--- src/rtl/s2mm_sched_pkg.sv ---
// Shared definitions for the S2MM command scheduler: DataMover command/status
// field positions, FSM state types and the 72-bit command builder.
package s2mm_sched_pkg;

    localparam int CMD_W      = 72;
    localparam int BTT_LSB    = 0;
    localparam int BTT_W      = 23;
    localparam int TYPE_BIT   = 23;
    localparam int EOF_BIT    = 30;
    localparam int SADDR_LSB  = 32;
    localparam int TAG_LSB    = 64;

    localparam int STS_TAG_LSB = 0;
    localparam int STS_INTERR  = 4;
    localparam int STS_DECERR  = 5;
    localparam int STS_SLVERR  = 6;
    localparam int STS_OKAY    = 7;

    typedef enum logic [1:0] {IDLE, RUN, DRAIN} ch_state_t;
    typedef enum logic {ARB, ISSUE} issue_state_t;

    // INCR burst with EOF set; DSA, DRR and the reserved nibble stay zero.
    function automatic logic [CMD_W-1:0] build_cmd(input logic [BTT_W-1:0] btt,
                                                   input logic [31:0]      saddr,
                                                   input logic [3:0]       tag);
        logic [CMD_W-1:0] c;
        c                      = '0;
        c[BTT_LSB +: BTT_W]    = btt;
        c[TYPE_BIT]            = 1'b1;
        c[EOF_BIT]             = 1'b1;
        c[SADDR_LSB +: 32]     = saddr;
        c[TAG_LSB +: 4]        = tag;
        return c;
    endfunction

endpackage

--- src/rtl/rr_arbiter.sv ---
// Round-robin arbiter: one-hot grant, search starts just past the previous
// winner, pointer only moves when the grant is consumed.
module rr_arbiter #(
    parameter int N = 4
) (
    input  logic         clk,
    input  logic         rst,
    input  logic [N-1:0] req,
    input  logic         advance,
    output logic [N-1:0] gnt
);
    localparam int IW = (N > 1) ? $clog2(N) : 1;

    logic [IW-1:0] ptr_q, ptr_d;
    logic [N-1:0]  mask, hi_req, pick;

    always_comb begin
        mask = '0;
        for (int i = 0; i < N; i++) begin
            mask[i] = (i > int'(ptr_q));
        end
        hi_req = req & mask;
        pick   = (hi_req != '0) ? hi_req : req;
        gnt    = pick & (~pick + N'(1));
    end

    always_comb begin
        ptr_d = ptr_q;
        if (advance) begin
            for (int i = 0; i < N; i++) begin
                if (gnt[i]) ptr_d = IW'(i);
            end
        end
    end

    // Pointer starts on the last channel so channel 0 wins first.
    always_ff @(posedge clk or posedge rst) begin
        if (rst) ptr_q <= IW'(N - 1);
        else     ptr_q <= ptr_d;
    end

endmodule

--- src/rtl/s2mm_cmd_scheduler.sv ---
// Shares one DataMover S2MM cmd/status port between NUM_CH capture channels:
// splits captures into PKT_BYTES commands, round-robins channels, routes status by TAG.
module s2mm_cmd_scheduler
    import s2mm_sched_pkg::*;
#(
    parameter int NUM_CH    = 4,
    parameter int PKT_BYTES = 4096,
    parameter int MAX_OUTST = 8
) (
    input  logic                  axilite_clk,
    input  logic                  axilite_rst,
    input  logic [NUM_CH-1:0]     ch_start,
    input  logic [NUM_CH-1:0]     ch_abort,
    input  logic [NUM_CH*32-1:0]  ch_base,
    input  logic [NUM_CH*32-1:0]  ch_size,
    output logic [NUM_CH-1:0]     ch_busy,
    output logic [NUM_CH-1:0]     ch_done,
    output logic [NUM_CH-1:0]     ch_err,
    output logic [71:0]           m_axis_cmd_tdata,
    output logic                  m_axis_cmd_tvalid,
    input  logic                  m_axis_cmd_tready,
    input  logic [7:0]            s_axis_sts_tdata,
    input  logic                  s_axis_sts_tvalid,
    output logic                  s_axis_sts_tready,
    output logic                  sts_orphan
);
    localparam logic [31:0] PKT32 = 32'(PKT_BYTES);

    issue_state_t        iss_q, iss_d;
    logic [3:0]          gch_q, gch_d;
    logic [CMD_W-1:0]    cmd_q, cmd_d;
    logic [3:0]          total_q, total_d;
    logic                orphan_q, orphan_d;

    logic [NUM_CH-1:0]    req, gnt, sts_hit;
    logic [NUM_CH*32-1:0] addr_flat, rem_flat;
    logic                 hs, advance, sts_bad;
    logic [3:0]           sts_tag, gnt_idx;
    logic [31:0]          sel_addr, sel_rem;
    logic [BTT_W-1:0]     sel_btt;
    logic [31:0]          hs_btt;

    assign hs      = (iss_q == ISSUE) && m_axis_cmd_tready;
    assign hs_btt  = {9'b0, cmd_q[BTT_LSB +: BTT_W]};
    assign sts_tag = s_axis_sts_tdata[STS_TAG_LSB +: 4];
    assign sts_bad = !s_axis_sts_tdata[STS_OKAY] | s_axis_sts_tdata[STS_SLVERR]
                   | s_axis_sts_tdata[STS_DECERR] | s_axis_sts_tdata[STS_INTERR];

    for (genvar gi = 0; gi < NUM_CH; gi++) begin : g_ch
        ch_state_t   st_q, st_d;
        logic [31:0] addr_q, addr_d, rem_q, rem_d;
        logic [3:0]  outst_q, outst_d;
        logic        err_q, err_d, done_q, done_d, abt_q, abt_d;
        logic        inc, dec, pend;

        assign pend = (iss_q == ISSUE) && (gch_q == 4'(gi));
        assign inc  = hs && (gch_q == 4'(gi));
        assign dec  = s_axis_sts_tvalid && (sts_tag == 4'(gi)) && (outst_q != 4'd0);

        always_comb begin
            st_d    = st_q;
            addr_d  = addr_q;
            rem_d   = rem_q;
            err_d   = err_q;
            abt_d   = abt_q;
            done_d  = 1'b0;
            outst_d = outst_q + {3'b0, inc} - {3'b0, dec};
            if (dec && sts_bad) err_d = 1'b1;
            if (inc) begin
                addr_d = addr_q + hs_btt;
                rem_d  = (rem_q > hs_btt) ? (rem_q - hs_btt) : 32'd0;
            end
            case (st_q)
                IDLE: begin
                    if (ch_start[gi]) begin
                        err_d  = 1'b0;
                        abt_d  = 1'b0;
                        addr_d = ch_base[gi*32 +: 32];
                        rem_d  = ch_size[gi*32 +: 32];
                        if (ch_size[gi*32 +: 32] == 32'd0) done_d = 1'b1;
                        else                               st_d   = RUN;
                    end
                end
                RUN: begin
                    if (ch_abort[gi]) begin
                        st_d  = DRAIN;
                        rem_d = 32'd0;
                        abt_d = 1'b1;
                    end else if (rem_q == 32'd0) begin
                        st_d = DRAIN;
                    end
                end
                DRAIN: begin
                    // A command still held on the port will bump outst; wait for it.
                    if (outst_q == 4'd0 && !pend) begin
                        st_d   = IDLE;
                        done_d = !abt_q;
                    end
                end
                default: st_d = IDLE;
            endcase
        end

        always_ff @(posedge axilite_clk or posedge axilite_rst) begin
            if (axilite_rst) begin
                st_q    <= IDLE;
                addr_q  <= '0;
                rem_q   <= '0;
                outst_q <= '0;
                err_q   <= 1'b0;
                done_q  <= 1'b0;
                abt_q   <= 1'b0;
            end else begin
                st_q    <= st_d;
                addr_q  <= addr_d;
                rem_q   <= rem_d;
                outst_q <= outst_d;
                err_q   <= err_d;
                done_q  <= done_d;
                abt_q   <= abt_d;
            end
        end

        assign req[gi]                = (st_q == RUN) && (rem_q != 32'd0) && !ch_abort[gi];
        assign sts_hit[gi]            = dec;
        assign addr_flat[gi*32 +: 32] = addr_q;
        assign rem_flat[gi*32 +: 32]  = rem_q;
        assign ch_busy[gi]            = (st_q != IDLE);
        assign ch_done[gi]            = done_q;
        assign ch_err[gi]             = err_q;
    end

    assign advance = (iss_q == ARB) && (total_q < 4'(MAX_OUTST)) && (req != '0);

    rr_arbiter #(.N(NUM_CH)) u_arb (
        .clk     (axilite_clk),
        .rst     (axilite_rst),
        .req     (req),
        .advance (advance),
        .gnt     (gnt)
    );

    always_comb begin
        gnt_idx  = '0;
        sel_addr = '0;
        sel_rem  = '0;
        for (int i = 0; i < NUM_CH; i++) begin
            if (gnt[i]) begin
                gnt_idx  = 4'(i);
                sel_addr = sel_addr | addr_flat[i*32 +: 32];
                sel_rem  = sel_rem  | rem_flat[i*32 +: 32];
            end
        end
        sel_btt = (sel_rem > PKT32) ? BTT_W'(PKT_BYTES) : sel_rem[BTT_W-1:0];
    end

    always_comb begin
        iss_d    = iss_q;
        gch_d    = gch_q;
        cmd_d    = cmd_q;
        total_d  = total_q + {3'b0, hs} - {3'b0, (sts_hit != '0)};
        orphan_d = orphan_q | (s_axis_sts_tvalid && (sts_hit == '0));
        case (iss_q)
            ARB: begin
                if (advance) begin
                    iss_d = ISSUE;
                    gch_d = gnt_idx;
                    cmd_d = build_cmd(sel_btt, sel_addr, gnt_idx);
                end
            end
            ISSUE: begin
                if (m_axis_cmd_tready) iss_d = ARB;
            end
            default: iss_d = ARB;
        endcase
    end

    always_ff @(posedge axilite_clk or posedge axilite_rst) begin
        if (axilite_rst) begin
            iss_q    <= ARB;
            gch_q    <= '0;
            cmd_q    <= '0;
            total_q  <= '0;
            orphan_q <= 1'b0;
        end else begin
            iss_q    <= iss_d;
            gch_q    <= gch_d;
            cmd_q    <= cmd_d;
            total_q  <= total_d;
            orphan_q <= orphan_d;
        end
    end

    assign m_axis_cmd_tdata  = cmd_q;
    assign m_axis_cmd_tvalid = (iss_q == ISSUE);
    assign s_axis_sts_tready = 1'b1;
    assign sts_orphan        = orphan_q;

endmodule

--- config.mk ---
export PLATFORM = sky130hd
export DESIGN_NAME = s2mm_cmd_scheduler
export DESIGN_NICKNAME = d
export VERILOG_FILES = /design/src/rtl/s2mm_sched_pkg.sv /design/src/rtl/rr_arbiter.sv /design/src/rtl/s2mm_cmd_scheduler.sv
export SDC_FILE = /design/constraint.sdc
export NUM_CORES = 2
export LEC_CHECK = 0
export BUFFER_PORTS_ARGS = -buffer_cell sky130_fd_sc_hd__buf_2
export CAP_MARGIN = 30
export CORE_ASPECT_RATIO = 0.6
export CORE_MARGIN = 2
export CORE_UTILIZATION = 25
export CTS_CLUSTER_DIAMETER = 100
export DETAILED_ROUTE_END_ITERATION = 8
export GPL_ROUTABILITY_DRIVEN = 0
export PLACE_DENSITY = 0.39
export SLEW_MARGIN = 20
export SYNTH_ARGS = -nofsm -noshare
export SYNTH_HDL_FRONTEND = slang
export SYNTH_HIERARCHICAL = 1
export SYNTH_SLANG_ARGS = --single-unit
--- constraint.sdc ---
create_clock -name axilite_clk -period 14.11 [get_ports axilite_clk]
set_input_delay 0.7055 -clock axilite_clk [delete_from_list [all_inputs] [get_ports axilite_clk]]
set_output_delay 0.7055 -clock axilite_clk [all_outputs]
set_load 0.05 [all_outputs]
### Word level (Yosys, flattened, before mapping)

Cells that the tools add are included.

* flip-flop bits (word level): 365
* output and inout bits: 87

* add/subtract/negate cells: 19
* order comparisons: 9
* equality and inequality tests: 34
* muxes and demuxes: 116
* bitwise logic cells: 14
* reduce and logical (&&, ||, !) cells: 98

Operators with widths (count)
* $mux W32: 36
* $logic_not A32 Y1: 8
* $pmux W32 S2: 4
* $or A32 B32 Y32: 6
* $add A32 B23 Y32: 4
* $gt A32 B23 Y1: 4
* $reduce_bool A32 Y1: 4
* $sub A32 B23 Y32: 4
* $mux W2: 24
* $logic_and A1 B1 Y1: 36
* $mux W1: 35
* $gt A32 B13 Y1 const B: 1
* $ne A2 B2 Y1 const B: 16
* $reduce_bool A4 Y1: 8
* $logic_not A4 Y1: 7
* $pmux W2 S3: 4
* $mux W23: 1
* $add A4 B1 Y4: 5
* $sub A4 B1 Y4: 5
* $pmux W1 S2: 9
* $eq A4 B2 Y1 const B: 4
* $reduce_and A4 Y1: 4
* $reduce_bool A2 Y1: 8
* $logic_not A1 Y1: 13
* other kinds (16): 40

### Longest topological paths before layout

* depth after elaboration: 18
* gate-level depth with buffers: 18
* depth with buffers taken out: 16

### Cells and area by module

Netlist, hierarchy kept.

By module, submodules not included
* s2mm_cmd_scheduler: times used 1, cells each 3195, area an instance 26959.6 µm², seq. area each 8908.5 µm²
* rr_arbiter: times used 1, cells each 30, area an instance 232.7 µm², seq. area each 52.6 µm²

### Worst setup path before layout

OpenSTA, ideal clock, no wires.

* path kind: reg-to-reg
* start point: reg g_ch[2].rem_q[26]
* end point: reg cmd_q[1], in the netlist m_axis_cmd_tdata[1]
* library setup time: 0.086 ns
* arrival: 3.927 ns
* data required time: 14.024 ns
* slack: 10.097 ns
* cell stages (with the launch flop): 17
* path buffers: 3
* cell sequence: dfrtp_1 -> or4_1 -> nor2_1 -> nand4_1 -> o211ai_1 -> inv_1 -> nor2_1 -> o311ai_2 -> and3_2 -> clkbuf_1 -> clkbuf_1 -> a221oi_1 -> nand4_1 -> o31a_1 -> or3_1 -> buf_4 -> o22ai_1

RTL lines
* start: declaration: RTL line s2mm_cmd_scheduler.sv:51 `logic [31:0] addr_q, addr_d, rem_q, rem_d;`
* start signal: assignment: RTL line s2mm_cmd_scheduler.sv:116 `rem_q <= rem_d;`
* $reduce_bool A32 Y1 *: RTL line s2mm_cmd_scheduler.sv:124 `assign req[gi] = (st_q == RUN) && (rem_q != 32'd0) && !ch_abort[gi];`
* $logic_and A1 B1 Y1 * (2 in series): RTL line s2mm_cmd_scheduler.sv:124
* via req[2]: RTL line s2mm_cmd_scheduler.sv:35 `logic [NUM_CH-1:0] req, gnt, sts_hit;`
* $and A4 B4 Y4: RTL line rr_arbiter.sv:22 `hi_req = req & mask;`
* $reduce_bool A4 Y1: RTL line rr_arbiter.sv:23 `pick = (hi_req != '0) ? hi_req : req;`
* $mux W4 *: RTL line rr_arbiter.sv:23
* $not A4 Y4: RTL line rr_arbiter.sv:24 `gnt = pick & (~pick + N'(1));`
* $add A4 B1 Y4: RTL line rr_arbiter.sv:24
* $and A4 B4 Y4 *: RTL line rr_arbiter.sv:24
* via gnt[2]: RTL line s2mm_cmd_scheduler.sv:35
* $mux W32 *: RTL line s2mm_cmd_scheduler.sv:148 `if (gnt[i]) begin`
* $or A32 B32 Y32: RTL line s2mm_cmd_scheduler.sv:151 `sel_rem = sel_rem | rem_flat[i*32 +: 32];`
* $mux W32 *: RTL line s2mm_cmd_scheduler.sv:148
* $gt A32 B13 Y1: RTL line s2mm_cmd_scheduler.sv:154 `sel_btt = (sel_rem > PKT32) ? BTT_W'(PKT_BYTES) : sel_rem[BTT_W-1:0];`
* $mux W23 *: RTL line s2mm_cmd_scheduler.sv:154
* end signal: assignment: RTL line s2mm_cmd_scheduler.sv:188 `cmd_q <= cmd_d;`
* end: declaration: RTL line s2mm_cmd_scheduler.sv:31 `logic [CMD_W-1:0] cmd_q, cmd_d;`

Mark *: on every way through the listed nets, which the timed path passes. The rest lies on a longest branch.
A chain may end at the register's enable or synchronous reset.

### Worst setup path after layout

* start point: reg g_ch[3].rem_q[26]
* end point: reg cmd_q[2], in the netlist m_axis_cmd_tdata[2]

RTL lines (RTL line)
* start: declaration: s2mm_cmd_scheduler.sv:51
* start signal: assignment: s2mm_cmd_scheduler.sv:116
* $reduce_bool A32 Y1 *: s2mm_cmd_scheduler.sv:124
* $logic_and A1 B1 Y1 * (2 in series): s2mm_cmd_scheduler.sv:124
* via req[3]: s2mm_cmd_scheduler.sv:35
* $and A4 B4 Y4 *: rr_arbiter.sv:22
* $reduce_bool A4 Y1 *: rr_arbiter.sv:23
* $mux W4 *: rr_arbiter.sv:23
* $not A4 Y4: rr_arbiter.sv:24
* $add A4 B1 Y4: rr_arbiter.sv:24
* $and A4 B4 Y4 *: rr_arbiter.sv:24
* via gnt[2]: s2mm_cmd_scheduler.sv:35
* $mux W32 *: s2mm_cmd_scheduler.sv:148
* $or A32 B32 Y32: s2mm_cmd_scheduler.sv:151
* $mux W32 *: s2mm_cmd_scheduler.sv:148
* $gt A32 B13 Y1: s2mm_cmd_scheduler.sv:154
* $mux W23 *: s2mm_cmd_scheduler.sv:154

Marked as above.

==> metrics.md <==
| Metric | Value |
|---|---|
| Number of global-route vias before repair | 24400 |
| Most used DFF post-synth | dfrtp_1 |
| H-tree depth | 2 |
| Yosys top cell by area | dfrtp_1 |
| Clk Latency, worst-skew pair | 0.63 ns |
| Hold WC Path Type | primary input to async pin |
| Cell Pwr Density | 270 nW/um^2 |
| Worst-path clk slew | 0.06 ns |
| List of most frequent post-synthesis cells | dfrtp_1 (356), nand2_1 (337), o21ai_0 (283) |
| CP arrival | 5.80 ns |
| Cts bufs inserted | 45 |
| Vias per cell | 5.31 |
| Leak | 14.1 nW |
| Seq pwr share | 0.258 |
| Crit path kind | flip-flop to flip-flop |
| CTS tree | yes |
| Final Skew | 0.0269 ns |
| CTS Buffer Depth | 3 |
| Row cnt | 93 |
| Drt total wl | 127000 microns |
| Hold_buf cts | 0 |
| Post-synth EDFFs | 0 |
| NetSw | 4.44 mW |
| Total global routing track utilization | 0.221 |
| Power share of the combinational group | 0.597 |
| Top-count cell post-synth | dfrtp_1 |
| Fmax | 189 MHz |
| Antenna-violating nets left | 0 |
| Largest net degree at the start of global routing | 135 |
| Final Power | 8.63 mW |
| Die area | 112000 sq um |
| Async SR Flop Fraction | 1.00 |
| CTS Root Cell | clkbuf_16 |
| Final setup vio count | 0 |
| Mapped Area | 27200 sq um |
| Flops & latches, synth | 358 |
| Initial DRC count | 2910 |
| Sequential share of the synthesized area | 0.330 |
| Post-synth top area share | 0.328 |
| Die Wd | 430 microns |
| DRC violations left | 0 |
| Final TNS setup | 0 ns |
| CORE AREA | 108000 sq um |
| Initial antenna violation count | 20 |
| Sw Ratio | 0.515 |
| Clock share of power | 0.145 |
| CP Max Fanout | 16 |
| DRT Pass-1 Iters | 6 |
| I/O pins | 363 |
| Syn_area_per_cell | 8.43 sq um |
| Yosys warnings | 6 |
| Final Hold Fails | 0 |
| Fin crit share | 0.374 |
| Sink Count | 358 |
| Max Cap Viol | 0 |
| Startpoint types | flip-flop |
| CTS resizes | 0 |
| Unrepaired setup endpoints after global routing | no |
| Post-layout minimum cycle time | 5.28 ns |
| Worst slew margin | 0.288 |
| DR WL/cell | 25.5 microns |
| Worst-margin pin slew | 1.07 ns |
| Total gr overflow | 0 |
| Final Max Tran Viols | 0 |
| Hold slack | 0.196 ns |
| Layout area overhead | 17.6% |
| Syn Inst Count | 3225 |
| First-pass GRT wire length | 181000 microns |
| Worst endpoint required time | 14.63 ns |
| HPWL after DPL | 97300 microns |
| IR drop worst, VDD | 0.101 mV |
| Critical path endpoint category | flip-flop |
| Int Power | 4.19 mW |
| Outcome | complete, no violations |
| Net count, final | 4009 |
| Initial Util | 0.253 |
| Synth unique cells | 100 |
| Synth top area cells | dfrtp_1 (33%), ha_1 (9.6%), o21ai_0 (5.2%) |
| Port-buffer cells | 348 |
| Post-CTS setup buffers | 0 |
| Die height | 259 microns |
| Ratio of cells with drive above 1 in the final layout | 0.147 |
| Via Count | 26400 |
[flip-flops by register name, indices dropped and copies added (netlist names)]
signal	count
g_ch.abt_q	4
g_ch.addr_q	128
g_ch.done_q	4
g_ch.err_q	4
g_ch.outst_q	16
g_ch.rem_q	128
g_ch.st_q	8
gch_q	1
m_axis_cmd_tdata	57
m_axis_cmd_tvalid	1
sts_orphan	1
total_q	4
u_arb/ptr_q	2
[worst max-delay path, cell delays in order (launching register included)]
cell      delay (ns)
dfrtp_1         0.40
nor3_1          0.29
nand2_1         0.09
nor4_1          0.41
nand4_1         0.54
o211ai_1        0.54
inv_1           0.29
nor2_1          0.31
o311ai_2        0.16
and3_2          0.38
a22o_1          0.28
a221oi_1        0.34
nand4_1         0.17
o31a_1          0.26
or3_1           0.52
o22ai_1         0.21
[cell usage in the layout (no fill, tap or decap), types with 63 or more instances in the layout]
cell type	n
dfrtp_1	356
buf_2	348
nand2_1	337
o21ai_0	283
a21oi_1	249
nor2_1	234
ha_1	208
xnor2_1	123
inv_1	122
a21o_1	89
a22oi_1	86
nand3_1	76
xor2_1	76
nor4_1	67
nor3_1	63
[worst paths after layout]
kind / from / endpoint / slack, ns / cells after the start
setup / recovery: g_ch[3].rem_q[26] / m_axis_cmd_tdata[2] / 8.83 / 15
hold / removal: axilite_rst / u_arb/ptr_q[0] / 0.20 / 2
setup reg to reg: g_ch[3].rem_q[26] / m_axis_cmd_tdata[2] / 8.83 / 15
hold reg to reg: m_axis_cmd_tdata[57] / m_axis_cmd_tdata[57] / 0.47 / 2
max in group asynchronous: axilite_rst / g_ch[2].addr_q[4] / 12.56 / 3
min in group axilite_clk: ch_base[123] / g_ch[3].addr_q[27] / 0.29 / 3
[metal layers]
layer / vias up / track usage / part of all wire
li1: 12500 / - / -
met4: 8 / 0.0379 / 0.016
met5: - / 0 / 0.00045
met1: 12900 / 0.373 / 0.55
met3: 117 / 0.0446 / 0.072
met2: 878 / 0.275 / 0.36
[layout make-up]
cell class | instances | area, sq um
antenna | 5 | 12.5
clock buffer | 68 | 1310
clock inverter | 12 | 196
fill | 11600 | 75500
inverter | 126 | 480
multi-input combinational | 2597 | 17100
sequential | 358 | 8960
tap | 1425 | 1780
timing repair buffer | 384 | 2090
[power groups by stage]
stage / combinational (mW) / sequential [mW] / clock (mW)
3_5_place_dp: 5.05 / 2.20 / 0
3_3_place_gp: 5.12 / 2.22 / 0
4_1_cts: 5.08 / 2.19 / 1.29
2_1_floorplan: 3.69 / 1.98 / 0
5_1_grt: 5.71 / 2.27 / 1.32
6_report: 5.15 / 2.23 / 1.25
[kinds of logic (layout without fill, tap and decap cells)]
| group | after synthesis | in the layout | synth area share |
|---|---|---|---|
| compound gates | 1117 | 1117 | 0.269 |
| xor+xnor | 199 | 199 | 0.0641 |
| fa+ha+maj | 221 | 221 | 0.105 |
| buf+inv | 282 | 590 | 0.0434 |
| flops | 358 | 358 | 0.330 |
| mux | 17 | 17 | 0.00640 |
| other cells | 2 | 19 | 0.000276 |
| simple gates | 1029 | 1029 | 0.182 |
[stage by stage]
stage | util | area, sq um | std cells | setup WS, ns
floorplan | - | 27200 | 3237 | 3.53
global placement | 0.282 | 30400 | 4885 | 8.86
detailed placement | 0.283 | 30400 | 4886 | 8.79
CTS | 0.297 | 31900 | 4966 | 8.78
global route | 0.297 | 32000 | 4971 | 8.66
finish | 0.297 | 32000 | 4975 | 8.83
Power figures use the tool's default switching activity.
